**src/rtl/apb_master_if.sv**
```systemverilog
// apb_master_if: command/response channels plus the APB bus of apb_master.
// master = initiator view, slave = command source / APB slave view.
interface apb_master_if #(
  parameter int ADDR_WD = 32,
  parameter int DATA_WD = 32,
  parameter int STRB_WD = 4,
  parameter int PROT_WD = 3
);
  logic               cmd_valid;
  logic               cmd_ready;
  logic               cmd_write;
  logic [ADDR_WD-1:0] cmd_addr;
  logic [DATA_WD-1:0] cmd_wdata;
  logic [STRB_WD-1:0] cmd_strb;
  logic [PROT_WD-1:0] cmd_prot;
  logic               rsp_valid;
  logic               rsp_ready;
  logic [DATA_WD-1:0] rsp_rdata;
  logic               rsp_err;
  logic               b_psel;
  logic               b_penable;
  logic               b_pwrite;
  logic [ADDR_WD-1:0] b_paddr;
  logic [DATA_WD-1:0] b_pwdata;
  logic [STRB_WD-1:0] b_pstrb;
  logic [PROT_WD-1:0] b_pprot;
  logic [DATA_WD-1:0] b_prdata;
  logic               b_pready;

  modport master (
    input  cmd_valid, cmd_write, cmd_addr,
    input  cmd_wdata, cmd_strb, cmd_prot,
    input  rsp_ready, b_prdata, b_pready,
    output cmd_ready, rsp_valid, rsp_rdata,
    output rsp_err, b_psel, b_penable,
    output b_pwrite, b_paddr, b_pwdata,
    output b_pstrb, b_pprot
  );

  modport slave (
    output cmd_valid, cmd_write, cmd_addr,
    output cmd_wdata, cmd_strb, cmd_prot,
    output rsp_ready, b_prdata, b_pready,
    input  cmd_ready, rsp_valid, rsp_rdata,
    input  rsp_err, b_psel, b_penable,
    input  b_pwrite, b_paddr, b_pwdata,
    input  b_pstrb, b_pprot
  );
endinterface

```
**src/rtl/apb_master.sv**
```systemverilog
// apb_master: one APB SETUP/ACCESS transfer per command, wait-state timeout.
// Ports: b_pclk, b_prst_n (async low), bus (apb_master_if.master).
module apb_master #(
  parameter int ADDR_WD     = 32,
  parameter int DATA_WD     = 32,
  parameter int STRB_WD     = 4,
  parameter int PROT_WD     = 3,
  parameter int TIMEOUT_CYC = 256
) (
  input logic          b_pclk,
  input logic          b_prst_n,
  apb_master_if.master bus
);

  localparam int CNT_WD =
    (TIMEOUT_CYC == 0) ? 1 : $clog2(TIMEOUT_CYC + 1);
  localparam bit TO_EN = (TIMEOUT_CYC != 0);
  localparam logic [CNT_WD-1:0] TERM =
    CNT_WD'(TIMEOUT_CYC - 1);

  typedef enum logic [1:0] {
    IDLE,
    SETUP,
    ACCESS,
    RESP
  } state_e;

  state_e             state_q, state_d;
  logic [CNT_WD-1:0]  cnt_q, cnt_d;
  logic               rdy_q, rdy_d;
  logic               psel_q, psel_d;
  logic               pen_q, pen_d;
  logic               pwr_q, pwr_d;
  logic [ADDR_WD-1:0] paddr_q, paddr_d;
  logic [DATA_WD-1:0] pwdata_q, pwdata_d;
  logic [STRB_WD-1:0] pstrb_q, pstrb_d;
  logic [PROT_WD-1:0] pprot_q, pprot_d;
  logic               rvld_q, rvld_d;
  logic [DATA_WD-1:0] rdata_q, rdata_d;
  logic               rerr_q, rerr_d;

  always_comb begin
    state_d  = state_q;
    cnt_d    = cnt_q;
    rdy_d    = rdy_q;
    psel_d   = psel_q;
    pen_d    = pen_q;
    pwr_d    = pwr_q;
    paddr_d  = paddr_q;
    pwdata_d = pwdata_q;
    pstrb_d  = pstrb_q;
    pprot_d  = pprot_q;
    rvld_d   = rvld_q;
    rdata_d  = rdata_q;
    rerr_d   = rerr_q;
    unique case (state_q)
      IDLE: begin
        // rdy_q is low for one cycle after reset
        rdy_d = 1'b1;
        if (rdy_q && bus.cmd_valid) begin
          state_d  = SETUP;
          rdy_d    = 1'b0;
          psel_d   = 1'b1;
          pen_d    = 1'b0;
          cnt_d    = '0;
          pwr_d    = bus.cmd_write;
          paddr_d  = bus.cmd_addr;
          pwdata_d = bus.cmd_wdata;
          pprot_d  = bus.cmd_prot;
          pstrb_d  = bus.cmd_write ?
                     bus.cmd_strb : '0;
        end
      end
      SETUP: begin
        state_d = ACCESS;
        pen_d   = 1'b1;
      end
      ACCESS: begin
        // pready beats a same-cycle timeout
        if (bus.b_pready) begin
          state_d = RESP;
          psel_d  = 1'b0;
          pen_d   = 1'b0;
          rvld_d  = 1'b1;
          rerr_d  = 1'b0;
          rdata_d = pwr_q ? '0 : bus.b_prdata;
        end else if (TO_EN && cnt_q == TERM) begin
          state_d = RESP;
          psel_d  = 1'b0;
          pen_d   = 1'b0;
          rvld_d  = 1'b1;
          rerr_d  = 1'b1;
          rdata_d = '0;
        end else if (cnt_q != '1) begin
          cnt_d = cnt_q + CNT_WD'(1);
        end
      end
      RESP: begin
        if (bus.rsp_ready) begin
          state_d = IDLE;
          rvld_d  = 1'b0;
          rdy_d   = 1'b1;
        end
      end
      default: state_d = IDLE;
    endcase
  end

  always_ff @(posedge b_pclk or negedge b_prst_n) begin
    if (!b_prst_n) begin
      state_q  <= IDLE;
      cnt_q    <= '0;
      rdy_q    <= 1'b0;
      psel_q   <= 1'b0;
      pen_q    <= 1'b0;
      pwr_q    <= 1'b0;
      paddr_q  <= '0;
      pwdata_q <= '0;
      pstrb_q  <= '0;
      pprot_q  <= '0;
      rvld_q   <= 1'b0;
      rdata_q  <= '0;
      rerr_q   <= 1'b0;
    end else begin
      state_q  <= state_d;
      cnt_q    <= cnt_d;
      rdy_q    <= rdy_d;
      psel_q   <= psel_d;
      pen_q    <= pen_d;
      pwr_q    <= pwr_d;
      paddr_q  <= paddr_d;
      pwdata_q <= pwdata_d;
      pstrb_q  <= pstrb_d;
      pprot_q  <= pprot_d;
      rvld_q   <= rvld_d;
      rdata_q  <= rdata_d;
      rerr_q   <= rerr_d;
    end
  end

  assign bus.cmd_ready = rdy_q;
  assign bus.b_psel    = psel_q;
  assign bus.b_penable = pen_q;
  assign bus.b_pwrite  = pwr_q;
  assign bus.b_paddr   = paddr_q;
  assign bus.b_pwdata  = pwdata_q;
  assign bus.b_pstrb   = pstrb_q;
  assign bus.b_pprot   = pprot_q;
  assign bus.rsp_valid = rvld_q;
  assign bus.rsp_rdata = rdata_q;
  assign bus.rsp_err   = rerr_q;

endmodule

```
**src/flat_wrapper.sv**
```systemverilog
// flat-port wrapper written by rule: the top's interface ports become plain ports
module apb_master_flat 
#(
  parameter int ADDR_WD     = 32,
  parameter int DATA_WD     = 32,
  parameter int STRB_WD     = 4,
  parameter int PROT_WD     = 3,
  parameter int TIMEOUT_CYC = 256
)
  (b_pclk, b_prst_n, bus_cmd_valid, bus_cmd_write, bus_cmd_addr, bus_cmd_wdata, bus_cmd_strb, bus_cmd_prot, bus_rsp_ready, bus_b_prdata, bus_b_pready, bus_cmd_ready, bus_rsp_valid, bus_rsp_rdata, bus_rsp_err, bus_b_psel, bus_b_penable, bus_b_pwrite, bus_b_paddr, bus_b_pwdata, bus_b_pstrb, bus_b_pprot);
  apb_master_if #(.ADDR_WD(ADDR_WD), .DATA_WD(DATA_WD), .STRB_WD(STRB_WD), .PROT_WD(PROT_WD)) bus_i ();
  input logic b_pclk;
  input logic b_prst_n;
  input wire logic [$bits(bus_i.cmd_valid)-1:0] bus_cmd_valid;
  input wire logic [$bits(bus_i.cmd_write)-1:0] bus_cmd_write;
  input wire logic [$bits(bus_i.cmd_addr)-1:0] bus_cmd_addr;
  input wire logic [$bits(bus_i.cmd_wdata)-1:0] bus_cmd_wdata;
  input wire logic [$bits(bus_i.cmd_strb)-1:0] bus_cmd_strb;
  input wire logic [$bits(bus_i.cmd_prot)-1:0] bus_cmd_prot;
  input wire logic [$bits(bus_i.rsp_ready)-1:0] bus_rsp_ready;
  input wire logic [$bits(bus_i.b_prdata)-1:0] bus_b_prdata;
  input wire logic [$bits(bus_i.b_pready)-1:0] bus_b_pready;
  output wire logic [$bits(bus_i.cmd_ready)-1:0] bus_cmd_ready;
  output wire logic [$bits(bus_i.rsp_valid)-1:0] bus_rsp_valid;
  output wire logic [$bits(bus_i.rsp_rdata)-1:0] bus_rsp_rdata;
  output wire logic [$bits(bus_i.rsp_err)-1:0] bus_rsp_err;
  output wire logic [$bits(bus_i.b_psel)-1:0] bus_b_psel;
  output wire logic [$bits(bus_i.b_penable)-1:0] bus_b_penable;
  output wire logic [$bits(bus_i.b_pwrite)-1:0] bus_b_pwrite;
  output wire logic [$bits(bus_i.b_paddr)-1:0] bus_b_paddr;
  output wire logic [$bits(bus_i.b_pwdata)-1:0] bus_b_pwdata;
  output wire logic [$bits(bus_i.b_pstrb)-1:0] bus_b_pstrb;
  output wire logic [$bits(bus_i.b_pprot)-1:0] bus_b_pprot;
  assign bus_i.cmd_valid = bus_cmd_valid;
  assign bus_i.cmd_write = bus_cmd_write;
  assign bus_i.cmd_addr = bus_cmd_addr;
  assign bus_i.cmd_wdata = bus_cmd_wdata;
  assign bus_i.cmd_strb = bus_cmd_strb;
  assign bus_i.cmd_prot = bus_cmd_prot;
  assign bus_i.rsp_ready = bus_rsp_ready;
  assign bus_i.b_prdata = bus_b_prdata;
  assign bus_i.b_pready = bus_b_pready;
  assign bus_cmd_ready = bus_i.cmd_ready;
  assign bus_rsp_valid = bus_i.rsp_valid;
  assign bus_rsp_rdata = bus_i.rsp_rdata;
  assign bus_rsp_err = bus_i.rsp_err;
  assign bus_b_psel = bus_i.b_psel;
  assign bus_b_penable = bus_i.b_penable;
  assign bus_b_pwrite = bus_i.b_pwrite;
  assign bus_b_paddr = bus_i.b_paddr;
  assign bus_b_pwdata = bus_i.b_pwdata;
  assign bus_b_pstrb = bus_i.b_pstrb;
  assign bus_b_pprot = bus_i.b_pprot;
  apb_master #(.ADDR_WD(ADDR_WD), .DATA_WD(DATA_WD), .STRB_WD(STRB_WD), .PROT_WD(PROT_WD), .TIMEOUT_CYC(TIMEOUT_CYC)) u_core (.b_pclk(b_pclk), .b_prst_n(b_prst_n), .bus(bus_i));
endmodule
```
**config.mk**
```make
export PLATFORM = sky130hd
export DESIGN_NAME = apb_master_flat
export DESIGN_NICKNAME = d
export VERILOG_FILES = /design/src/rtl/apb_master_if.sv /design/src/rtl/apb_master.sv /design/src/flat_wrapper.sv
export SDC_FILE = /design/constraint.sdc
export NUM_CORES = 1
export LEC_CHECK = 0
export CORE_ASPECT_RATIO = 1.2
export CORE_MARGIN = 1
export CORE_UTILIZATION = 37
export CTS_CLUSTER_SIZE = 30
export DETAILED_ROUTE_END_ITERATION = 10
export HOLD_SLACK_MARGIN = 0.1
export PLACE_DENSITY = 0.76
export REMOVE_ABC_BUFFERS = 1
export SLEW_MARGIN = 0
export SYNTH_ARGS = -nofsm -noshare
export SYNTH_HDL_FRONTEND = slang
export SYNTH_SLANG_ARGS = --single-unit
```
**constraint.sdc**
```tcl
create_clock -name b_pclk -period 2.2 [get_ports b_pclk]
set_input_delay 0.33 -clock b_pclk [delete_from_list [all_inputs] [get_ports b_pclk]]
set_output_delay 0.33 -clock b_pclk [all_outputs]
set_load 0.02 [all_outputs]
```
==> out/results.ini <==
[die]
chipHeight_microns=126
dieArea_sq_um=13300
io_pins=218
core_region_area_sq_um=12300
initial_core_util_pct=38.6
rows=44
die_w_microns=105

[synth]
avgSynthCellArea_sq_um=12.9
syn_inst=366
synth_edf_count=0
ys_async_sr_fraction_pct=100
synthFlopType=dfrtp_1
synth.top_cell.area_share_pct=63.4
synth.top_cells.by_area=dfrtp_1 (63%), mux2_2 (17%), nand2_1 (4.4%)
yosysSeqAreaShare_pct=63.4
yosysMostFrequentCell=dfrtp_1
synth_top_area_cell=dfrtp_1
ys_types=25
syn_area_sq_um=4740
synth_common_cells=dfrtp_1 (120), mux2_2 (70), nand2_1 (55)
ys_warn_count=0
ys_seq_elements=120

[clock_network]
clockBufferDepth=2
clock_latency_ps=400
numCtsBuffers=17
path_clk_slew_ps=60
htreeDepth=4
cts_tree=built
root_buffer=clkbuf_16
cts.sinks=120

[worst_hold_path]
hold_path.class=in -> async

[worst_setup_path]
cp_data_arrival_time_ps=2590
cp.required_ps=2520
cp_top_family=simple AND/OR/NAND/NOR gates
endpoint_kind=flop
worst-setup-path-type=reg -> reg
r2r_setup_slack_ps=-70
crit_buf_inv=0
critPathLaunchType=flop
critPathMaxStageDelay_ps=520
critPathMaxFanout=7
reg2reg_to=u_core.cnt_q[5]
timing.rr.start=u_core.cnt_q[1]
crit_end=u_core.cnt_q[5]
path_cells=ha_2 -> nand3_2 -> nor2_2 -> ha_2 -> or4b_4 -> a21o_4 -> or4_4 -> a21oi_2
slowest_stage=or4b_4
crit_top_cell=ha_2
critPathLaunch=u_core.cnt_q[1]
worstSetupPathDepth=8
r2r_cells=8

[power_and_ir_drop]
p_sw_mw=4.25
internal-power_mw=7.75
pwr-share-seq_pct=31.9
power_frac_clock_pct=21.3
leakage_nw=3.37
power.share.combinational_pct=46.8
switching_share_pct=35.4
peakVddDrop_v=0.000905
p_per_area_nw_per_um2=1520

[finish]
nets=726
multi_input_area_sq_um=1710
final_cells=784
syn2layout_area_growth_pct=66.8
n_fill_cell=954
drive_gt1_share_pct=22.8
ff_latch_area_sq_um=3000
diodes=0

[placed_design]
gp_congestion=0.788
placed_cells=746
port_buffers=217
hpwlAfterDp_mm=9.21

[global_route]
gr-total-overflow=0
grt_start_max_net_pins=62
grt_pass1_wl_mm=20.1
grt_pass1_vias=3942
grtUsageTotal_pct=19.6
antenna_found_initial=0

[routing]
viasPerCell=4.77
drtAntennaViolNets=0
first_iter_violations=113
vias=3741
finalWirelength_mm=12.5
wire_per_inst_microns=16.0
drc=0
first_pass_iters=5

[timing]
slew_headroom_pct=53.7
tightestPinTransition_ps=689
clock.fmax_mhz=441
hold_viol=0
drv_slew=0
final.hold.worst_slack_ps=351
setup_slack_ps=-67.3
rsz0062_at_grt=true
skew_ps=15.1
finalCriticalPeriod_ps=2270
final.period_utilization_pct=103
setup_viol=3

[job]
max_cap_violations=0

[outcome]
violations=negative setup slack
status=finished, violations left

[cells in the final DEF (no fill, tap or decap), types with 2 or more instances in the layout]
cell type	n
a211oi_1	2
a21o_1	2
a21oi_1	6
a22o_1	14
buf_12	4
buf_4	22
clkbuf_16	17
clkdlybuf4s50_1	216
clkinv_2	4
clkinvlp_4	7
dfrtp_1	120
ha_1	4
ha_2	3
inv_1	5
inv_6	2
mux2_2	70
nand2_1	55
nand2b_1	4
nand3_1	3
nor2_1	9
o21ai_0	30
o31ai_2	2
or4_1	2
xnor2_1	3
[worst min path at each step]
stage,start,slack [ps],end
6_report,b_prst_n,350,u_core.bus.rsp_rdata[23]
5_1_grt,b_prst_n,340,u_core.bus.rsp_rdata[19]
4_1_cts,b_prst_n,320,u_core.bus.rsp_rdata[19]
3_5_place_dp,b_prst_n,210,u_core.bus.rsp_rdata[19]
3_3_place_gp,b_prst_n,200,u_core.bus.rsp_rdata[19]
2_1_floorplan,b_prst_n,30,u_core.bus.b_paddr[0]
[sequential cells by signal, indices dropped and copies added, names as in the netlist]
name,cells
u_core.bus.rsp_valid,1
u_core.bus.b_pwdata,32
u_core.bus.rsp_err,1
u_core.state_q,2
u_core.bus.b_paddr,32
u_core.bus.b_psel,1
u_core.bus.b_pwrite,1
u_core.bus.b_penable,1
u_core.bus.b_pstrb,4
u_core.bus.rsp_rdata,32
u_core.cnt_q,9
u_core.bus.b_pprot,3
u_core.bus.cmd_ready,1
[layout make-up]
cell class,instances,share of cell area (%)
flip-flops and latches,120,38.0
repair buffers,243,30.6
inverters,5,0.237
clock buffers,17,5.38
multi-input cells,223,21.6
clock inverters,15,1.63
well taps,161,2.55
[per-stage QoR]
step | utilization [%] | setup TNS [ps] | instance area [sq um] | setup slack, ps | total power [mW]
finish | 64.4 | -190 | 7910 | -67.3 | 12.0
global route | 64.4 | -526 | 7910 | -138 | 12.6
CTS | 64.0 | -227 | 7860 | -81.1 | 12.1
detailed placement | 59.1 | -463 | 7260 | -162 | 9.42
global placement | 59.1 | -262 | 7260 | -90.3 | 9.22
floorplan | - | -117560 | 4660 | -1320 | 6.55
[cell families after synthesis]
logic type | Yosys count | share of synthesized area [%]
multiplexers | 71 | 16.8
flip-flops | 120 | 63.4
XOR/XNOR | 3 | 0.554
AND/OR/NAND/NOR | 80 | 7.23
adder cells (fa/ha/maj) | 7 | 1.85
AO/OA/AOI/OAI | 62 | 8.18
buffers and inverters | 23 | 1.98
[routing by layer]
metal | global-route usage [%] | routed length, microns
met1 | 22.0 | 4890
met3 | 5.69 | 730
met4 | 6.88 | 178
met2 | 35.2 | 6730
met5 | 0 | 0
[power by group through the flow]
| stage | logic (mW) | clock network, mW | registers (mW) |
|---|---|---|---|
| 5_1_grt | 5.96 | 2.71 | 3.96 |
| 2_1_floorplan | 1.55 | 0 | 5.00 |
| 6_report | 5.61 | 2.55 | 3.82 |
| 4_1_cts | 5.63 | 2.62 | 3.83 |
| 3_5_place_dp | 5.56 | 0 | 3.85 |
| 3_3_place_gp | 5.45 | 0 | 3.77 |
[what timing repair did]
action | CTS | global route
resized for setup | 6 | 5
hold buffers | 1 | 0
setup buffers | 1 | 4
endpoints found under the hold margin | 13 | 0
pin swaps | 4 | 5
setup endpoints to repair | 6 | 6
Note: power is estimated with default switching activity, not from simulation.
